## config.mk

```make
export PLATFORM = sky130hd
export DESIGN_NAME = lzc_reg
export DESIGN_NICKNAME = d
export VERILOG_FILES = /design/src/rtl/lzc_reg.sv
export SDC_FILE = /design/constraint.sdc
export NUM_CORES = 1
export LEC_CHECK = 0
export ABC_CLOCK_PERIOD_IN_PS = 1300
export BUFFER_PORTS_ARGS = -buffer_cell sky130_fd_sc_hd__buf_2
export CAP_MARGIN = 20
export CORE_AREA = 4 4 41 43
export CTS_BUF_LIST = sky130_fd_sc_hd__clkbuf_8
export CTS_CLUSTER_DIAMETER = 50
export DETAILED_ROUTE_END_ITERATION = 12
export DIE_AREA = 0 0 45 47
export PLACE_DENSITY_LB_ADDON = 0.2
export SETUP_SLACK_MARGIN = 0.1
export SKIP_LAST_GASP = 1
export SLEW_MARGIN = 20
export SYNTH_ARGS = -nofsm -noshare
export SYNTH_HDL_FRONTEND = slang
export SYNTH_SLANG_ARGS = --single-unit
```

## constraint.sdc

```tcl
create_clock -name clk -period 1.3 [get_ports clk]
set_input_delay 0.065 -clock clk [delete_from_list [all_inputs] [get_ports clk]]
set_output_delay 0.065 -clock clk [all_outputs]
set_load 0.05 [all_outputs]
```

## src/rtl/lzc_reg.sv

```systemverilog
// lzc_reg: leading-zero counter with one register stage and a valid qualifier.
// The count is the number of zero bits from bit W-1 down to the first set bit.
// If data_i is all zero, the count is W.
// The count is built as a log-depth binary tree over the input. The input is padded
// on the LSB side with ones up to the next power of two.
// Optional build macro LZC_ZERO_FLAG_EN adds a registered zero_o flag (data_i == 0).
module lzc_reg #(
   parameter int unsigned W     = 16,
   // Derived; wide enough to hold the value W. Do not override.
   parameter int unsigned CNT_W = $clog2(W + 1)
) (
   input  logic             clk,
   input  logic             nreset,
   input  logic             valid_i,
   input  logic [W-1:0]     data_i,
`ifdef LZC_ZERO_FLAG_EN
   output logic             zero_o,
`endif
   output logic             valid_o,
   output logic [CNT_W-1:0] cnt_o
);

   // Tree depth and padded width. W >= 2, so there is at least one merge level.
   localparam int unsigned L = $clog2(W);
   localparam int unsigned P = 1 << L;

   typedef logic [L-1:0] node_cnt_t;

   logic [P-1:0]     padded;
   logic             node_vld [0:L][0:P-1];
   node_cnt_t        node_cnt [0:L][0:P-1];
   logic             root_vld;
   node_cnt_t        root_cnt;
   logic [CNT_W-1:0] lzc_d;
   logic [CNT_W-1:0] cnt_q;
   logic             valid_q;

   // Place data_i at the MSB end and fill the remaining LSBs with ones.
   // When W < P, an all-zero input finds its first one at position W. This makes the
   // count exactly W with no special case.
   always_comb begin
      padded            = '1;
      padded[P-1 -: W]  = data_i;
   end

   // Reduction tree. Node n at level lv covers padded[n*2^lv +: 2^lv].
   // node_vld means the node contains a one. node_cnt is the number of leading zeros
   // inside the node. node_cnt is only meaningful when node_vld is set.
   always_comb begin
      for (int lv = 0; lv <= int'(L); lv++) begin
         for (int n = 0; n < int'(P); n++) begin
            node_vld[lv][n] = 1'b0;
            node_cnt[lv][n] = '0;
         end
      end
      for (int n = 0; n < int'(P); n++) begin
         node_vld[0][n] = padded[n];
      end
      for (int lv = 1; lv <= int'(L); lv++) begin
         for (int n = 0; n < int'(P / 2); n++) begin
            if (n < int'(P >> lv)) begin
               node_vld[lv][n] = node_vld[lv-1][2*n+1] | node_vld[lv-1][2*n];
               // Upper half wins if it holds a one.
               // Otherwise add the full width of the upper half, 2^(lv-1), to the lower
               // half's count. The lower count is < 2^(lv-1), so OR is the same as add.
               if (node_vld[lv-1][2*n+1]) begin
                  node_cnt[lv][n] = node_cnt[lv-1][2*n+1];
               end else begin
                  node_cnt[lv][n] = node_cnt[lv-1][2*n] | (node_cnt_t'(1) << (lv - 1));
               end
            end
         end
      end
   end

   assign root_vld = node_vld[L][0];
   assign root_cnt = node_cnt[L][0];

   // Only reachable when W == P and data_i == 0. Padding keeps root_vld high otherwise.
   assign lzc_d = root_vld ? CNT_W'(root_cnt) : CNT_W'(P);

   // Output register. cnt holds while valid_i is low, so X on data_i cannot reach it.
   always_ff @(posedge clk or negedge nreset) begin
      if (!nreset) begin
         valid_q <= 1'b0;
         cnt_q   <= '0;
      end else begin
         valid_q <= valid_i;
         if (valid_i) begin
            cnt_q <= lzc_d;
         end
      end
   end

   assign valid_o = valid_q;
   assign cnt_o   = cnt_q;

`ifdef LZC_ZERO_FLAG_EN
   logic zero_q;

   // Registered zero flag; saves a CNT_W-bit compare against W downstream.
   always_ff @(posedge clk or negedge nreset) begin
      if (!nreset) begin
         zero_q <= 1'b0;
      end else if (valid_i) begin
         zero_q <= ~|data_i;
      end
   end

   assign zero_o = zero_q;
`endif

endmodule

```

* After elaboration in Yosys (flattened, before gate mapping)
Cells that the tools add are included.
W data, S select, Z words.
** Word-level totals
- Memories kept :: 0
- Bits in read-only memories :: 0
- Output and inout bits :: 6
- Register bits after elaboration :: 6
- Bits in writable memories :: 0
- Latch bits :: 0
- Bits of input ports :: 19
** Cells by class
- Divide/modulo/power cells :: 0
- Shift-type cells :: 0
- Reduce and logical (&&, ||, !) cells :: 0
- Multipliers :: 0
- Order comparisons :: 0
- Bitwise logic cells :: 15
- Muxes and demuxes :: 16
- Add/sub/neg operators :: 0
- Eq/ne operators :: 0
** Operator list (number)
- $or A1 B1 Y1 :: 15
- $mux W4 :: 3
- $mux W1 :: 8
- $mux W2 :: 3
- $mux W5 :: 1
- $mux W3 :: 1

* Depth between registers and ports, before layout
- Depth in word-level cells :: 5
- Mapped depth :: 4
- Gate-level depth less buffers :: 4

* Worst setup path before layout
No wires, ideal clock.
- Path type :: input to register
- Start :: input port data_i[10]
- End :: register cnt_q[1] (netlist: cnt_o[1])
- Data required time :: 1.160 ns
- Path buffers :: 0
- Cell stages on the path :: 4
- Data arrival time :: 0.957 ns
- Slack :: 0.204 ns
- Path through :: or4_4 > nor2b_4 > a21boi_1 > o22ai_1
** On the way
- Longest elaborated chain between the ends :: 5
** RTL lines
- from (decl) :: RTL line 15 : input logic [W-1:0] data_i,
- $or A1 B1 Y1 * :: RTL line 62 : node_vld[lv][n] = node_vld[lv-1][2*n+1] | node_vld[lv-1][2*n];
- $mux W2 or $or A1 B1 Y1 (tied branches) :: RTL line 66, 62
- $mux W4 or $or A1 B1 Y1 (tied branches) (2 in series) :: RTL line 66, 62
- $mux W5 * :: RTL line 80 : assign lzc_d = root_vld ? CNT_W'(root_cnt) : CNT_W'(P);
- to (signal assigned) :: RTL line 90 : cnt_q <= lzc_d;
- to (decl) :: RTL line 35 : logic [CNT_W-1:0] cnt_q;
Mark *: on every way between the ends. The rest lies on a longest branch, timed or not.
A chain may end at the register's enable or synchronous reset.

* Worst setup path after layout
- Start :: input port data_i[10]
- End :: register cnt_q[0] (netlist: cnt_o[0])
The elaborated chain is that of the path after synthesis.

==> key figures <==
Synthesis
  • Synthesized area per cell: 8.286 sq um
  • Post-Syn Area: 372.9 sq um
  • Largest cells by area after synthesis: dfrtp_1 40%, inv_1 8.1%, nor4_1 5.0%, o22ai_1 5.0%, o311ai_0 4.7%
  • YS warnings: 0
  • Post-synthesis sequential area ratio: 40.27%
  • Biggest area consumer among synthesized cells: dfrtp_1
  • Flops & latches, synth: 6
  • Count of cell types in the netlist: 21
  • Top cell type's share of synthesized area: 40.27%
  • Post-Syn Instances: 45
  • Post-synthesis net count: 64

STA
  • Slew HR: 67.56%
  • Final Hold Viols: 0
  • Fmax achieved: 0.9663 GHz
  • Worst Skew: 0 ns
  • Setup TNS: 0 ns
  • Unrepaired setup endpoints after global routing: false
  • Final min period: 1.035 ns
  • Hold_ws: 0.07099 ns
  • Worst Max-Slew Pin Slew: 0.4822 ns
  • Setup violators final: 0
  • Slew Limit Fails: 0
  • Tcrit/Tclk final: 79.61%

Drt
  • DR WL/cell: 10.59 microns
  • Via count: 403
  • Drt total wl: 932 microns
  • Routed Antenna Nets: 0
  • Pre-Repair DR Iteration Count: 4
  • DRC errors left: 0
  • Initial drt markers: 1
  • Via density: 4.580

Placed design
  • Detailed Place HPWL: 800 microns
  • Global placement routability congestion: 0.6850
  • Port Buffer Count: 24

Worst setup path
  • CP Capture Type: flip-flop
  • Critical Path RT: 1.38 ns
  • Worst-path fanout max: 4
  • Worst Setup Start Kind: primary input
  • Arrival time at the worst endpoint: 1.12 ns
  • Critical path class: in2reg

Pwr
  • Peak VDD IR: 0.2830 mV
  • Leak: 0.2757 nW
  • Design Power: 0.5845 mW
  • Power density over the cells: 1031 nW/um^2

Finish
  • Storage cell area: 150.1 sq um
  • Fin util: 43.56%
  • Layout cell share with drive strength beyond 1: 41.10%
  • Most common cell after layout, fill and taps aside: buf_2
  • Commonest cells after routing, fill and taps aside: 24 x buf_2, 8 x inv_1, 6 x dfrtp_1
  • Multi-input gate area: 188.9 sq um
  • Antenna Cells: 0
  • Nets: 94
  • Fillers: 140
  • Area growth syn-to-layout: 52.01%

Floorplan
  • Core Area: 1301 sq um
  • Height of the die: 47 microns
  • Initial Util: 28.65%
  • Die area: 2115 sq um
  • Row cnt: 13
  • Die Wd: 45 microns
  • Top Ports: 25

Run
  • Max-cap check violation count: 0

Clock tree
  • Clock H-tree levels: 1
  • Root Buffer: clkbuf_8
  • Clk slew on worst S/H paths: 0.04 ns
  • Total CTS buffers: 3
  • PostCTS Resize Cnt: 0
  • CTS Sinks: 6
  • Skew-Pair Late Insertion Delay: 0.22 ns
  • Hold_buf cts: 1
  • Max Root-Sink Buffers: 2
  • CTS tree: yes
  • Postcts setup bufs: 0

Worst hold path
  • Hold Crit Class: in2reg

Status
  • Status: complete, no violations

Global routing
  • Overall Global Routing Usage: 9.588%
  • First-pass GRT wire length: 1428 microns
  • Vias in the first global route: 377
  • Total grt overflow: 0
  • Largest net degree at the start of global routing: 12
  • Antenna violations before repair: 0
[per-layer routing]
metal	track usage, %	up-vias	wire [microns]
met1	8.945	166	390
met3	2.682	2	86
met5	0	-	0
li1	-	219	-
met4	7.018	0	18
met2	17.80	16	437
[state kept, by name, summed over array words and instances (netlist names)]
signal   count
valid_o      1
cnt_o        5
[cells in the mapped netlist]
cell type / number
a21oi_1: 3
o21ai_0: 2
o31ai_1: 1
o311ai_0: 2
nand3_1: 1
clkbuf_1: 1
dfrtp_1: 6
o22ai_1: 3
nand2b_1: 1
nor2b_1: 1
nor4_1: 3
nand4_1: 1
nor3_1: 1
nor3b_1: 1
nor2b_4: 1
nor2_1: 4
a21boi_1: 1
or4_4: 1
nand2_1: 2
inv_1: 8
o311a_1: 1
[layout make-up]
class,count,area share [%]
Inverter,8,5.298
Sequential cell,6,26.49
Clock buffer,3,7.285
Multi-Input combinational cell,30,33.33
Tap cell,15,3.311
Timing Repair Buffer,26,24.28
[logic make-up after synthesis]
family                 count (synthesis)  synth area share, %
buffers and inverters                  9                9.060
and+or+nand+nor                       17                27.52
DFF                                    6                40.27
AOI/OAI and AO/OA                     13                23.16
[critical path, stage by stage]
cell     delay [ns]
buf_2          0.11
or4_4          0.55
nor2b_4        0.15
o311a_1        0.17
o22ai_1        0.07
[through the flow]
stage               instances  area (sq um)  setup slack [ns]
CTS                        88         566.8            0.2638
detailed placement         84         515.5           0.03224
finish                     88         566.8            0.2651
global placement           84         515.5           0.04972
floorplan                  45         372.9            0.2038
global route               88         566.8            0.1891
[power breakdown]
part	switching [mW]	internal, mW	leakage, nW
logic	0.0711	0.0428	0.175
registers	0.00340	0.196	0.0793
clock network	0.0728	0.198	0.0216
total	0.147	0.437	0.276
[worst paths after layout]
path | startpoint | depth (start not counted) | slack, ns | end
worst min register to register | cnt_o[4]$_DFFE_PN0P_ | 2 | 0.53 | cnt_o[4]$_DFFE_PN0P_
min in group asynchronous | nreset | 2 | 0.20 | cnt_o[0]$_DFFE_PN0P_
worst max-delay path | data_i[10] | 5 | 0.27 | cnt_o[0]$_DFFE_PN0P_
worst max register to register | cnt_o[0]$_DFFE_PN0P_ | 2 | 0.67 | cnt_o[0]$_DFFE_PN0P_
worst min-delay path | valid_i | 1 | 0.07 | valid_o$_DFF_PN0_
max in group asynchronous | nreset | 2 | 0.96 | valid_o$_DFF_PN0_
Note: power is estimated with default switching activity, not from simulation.
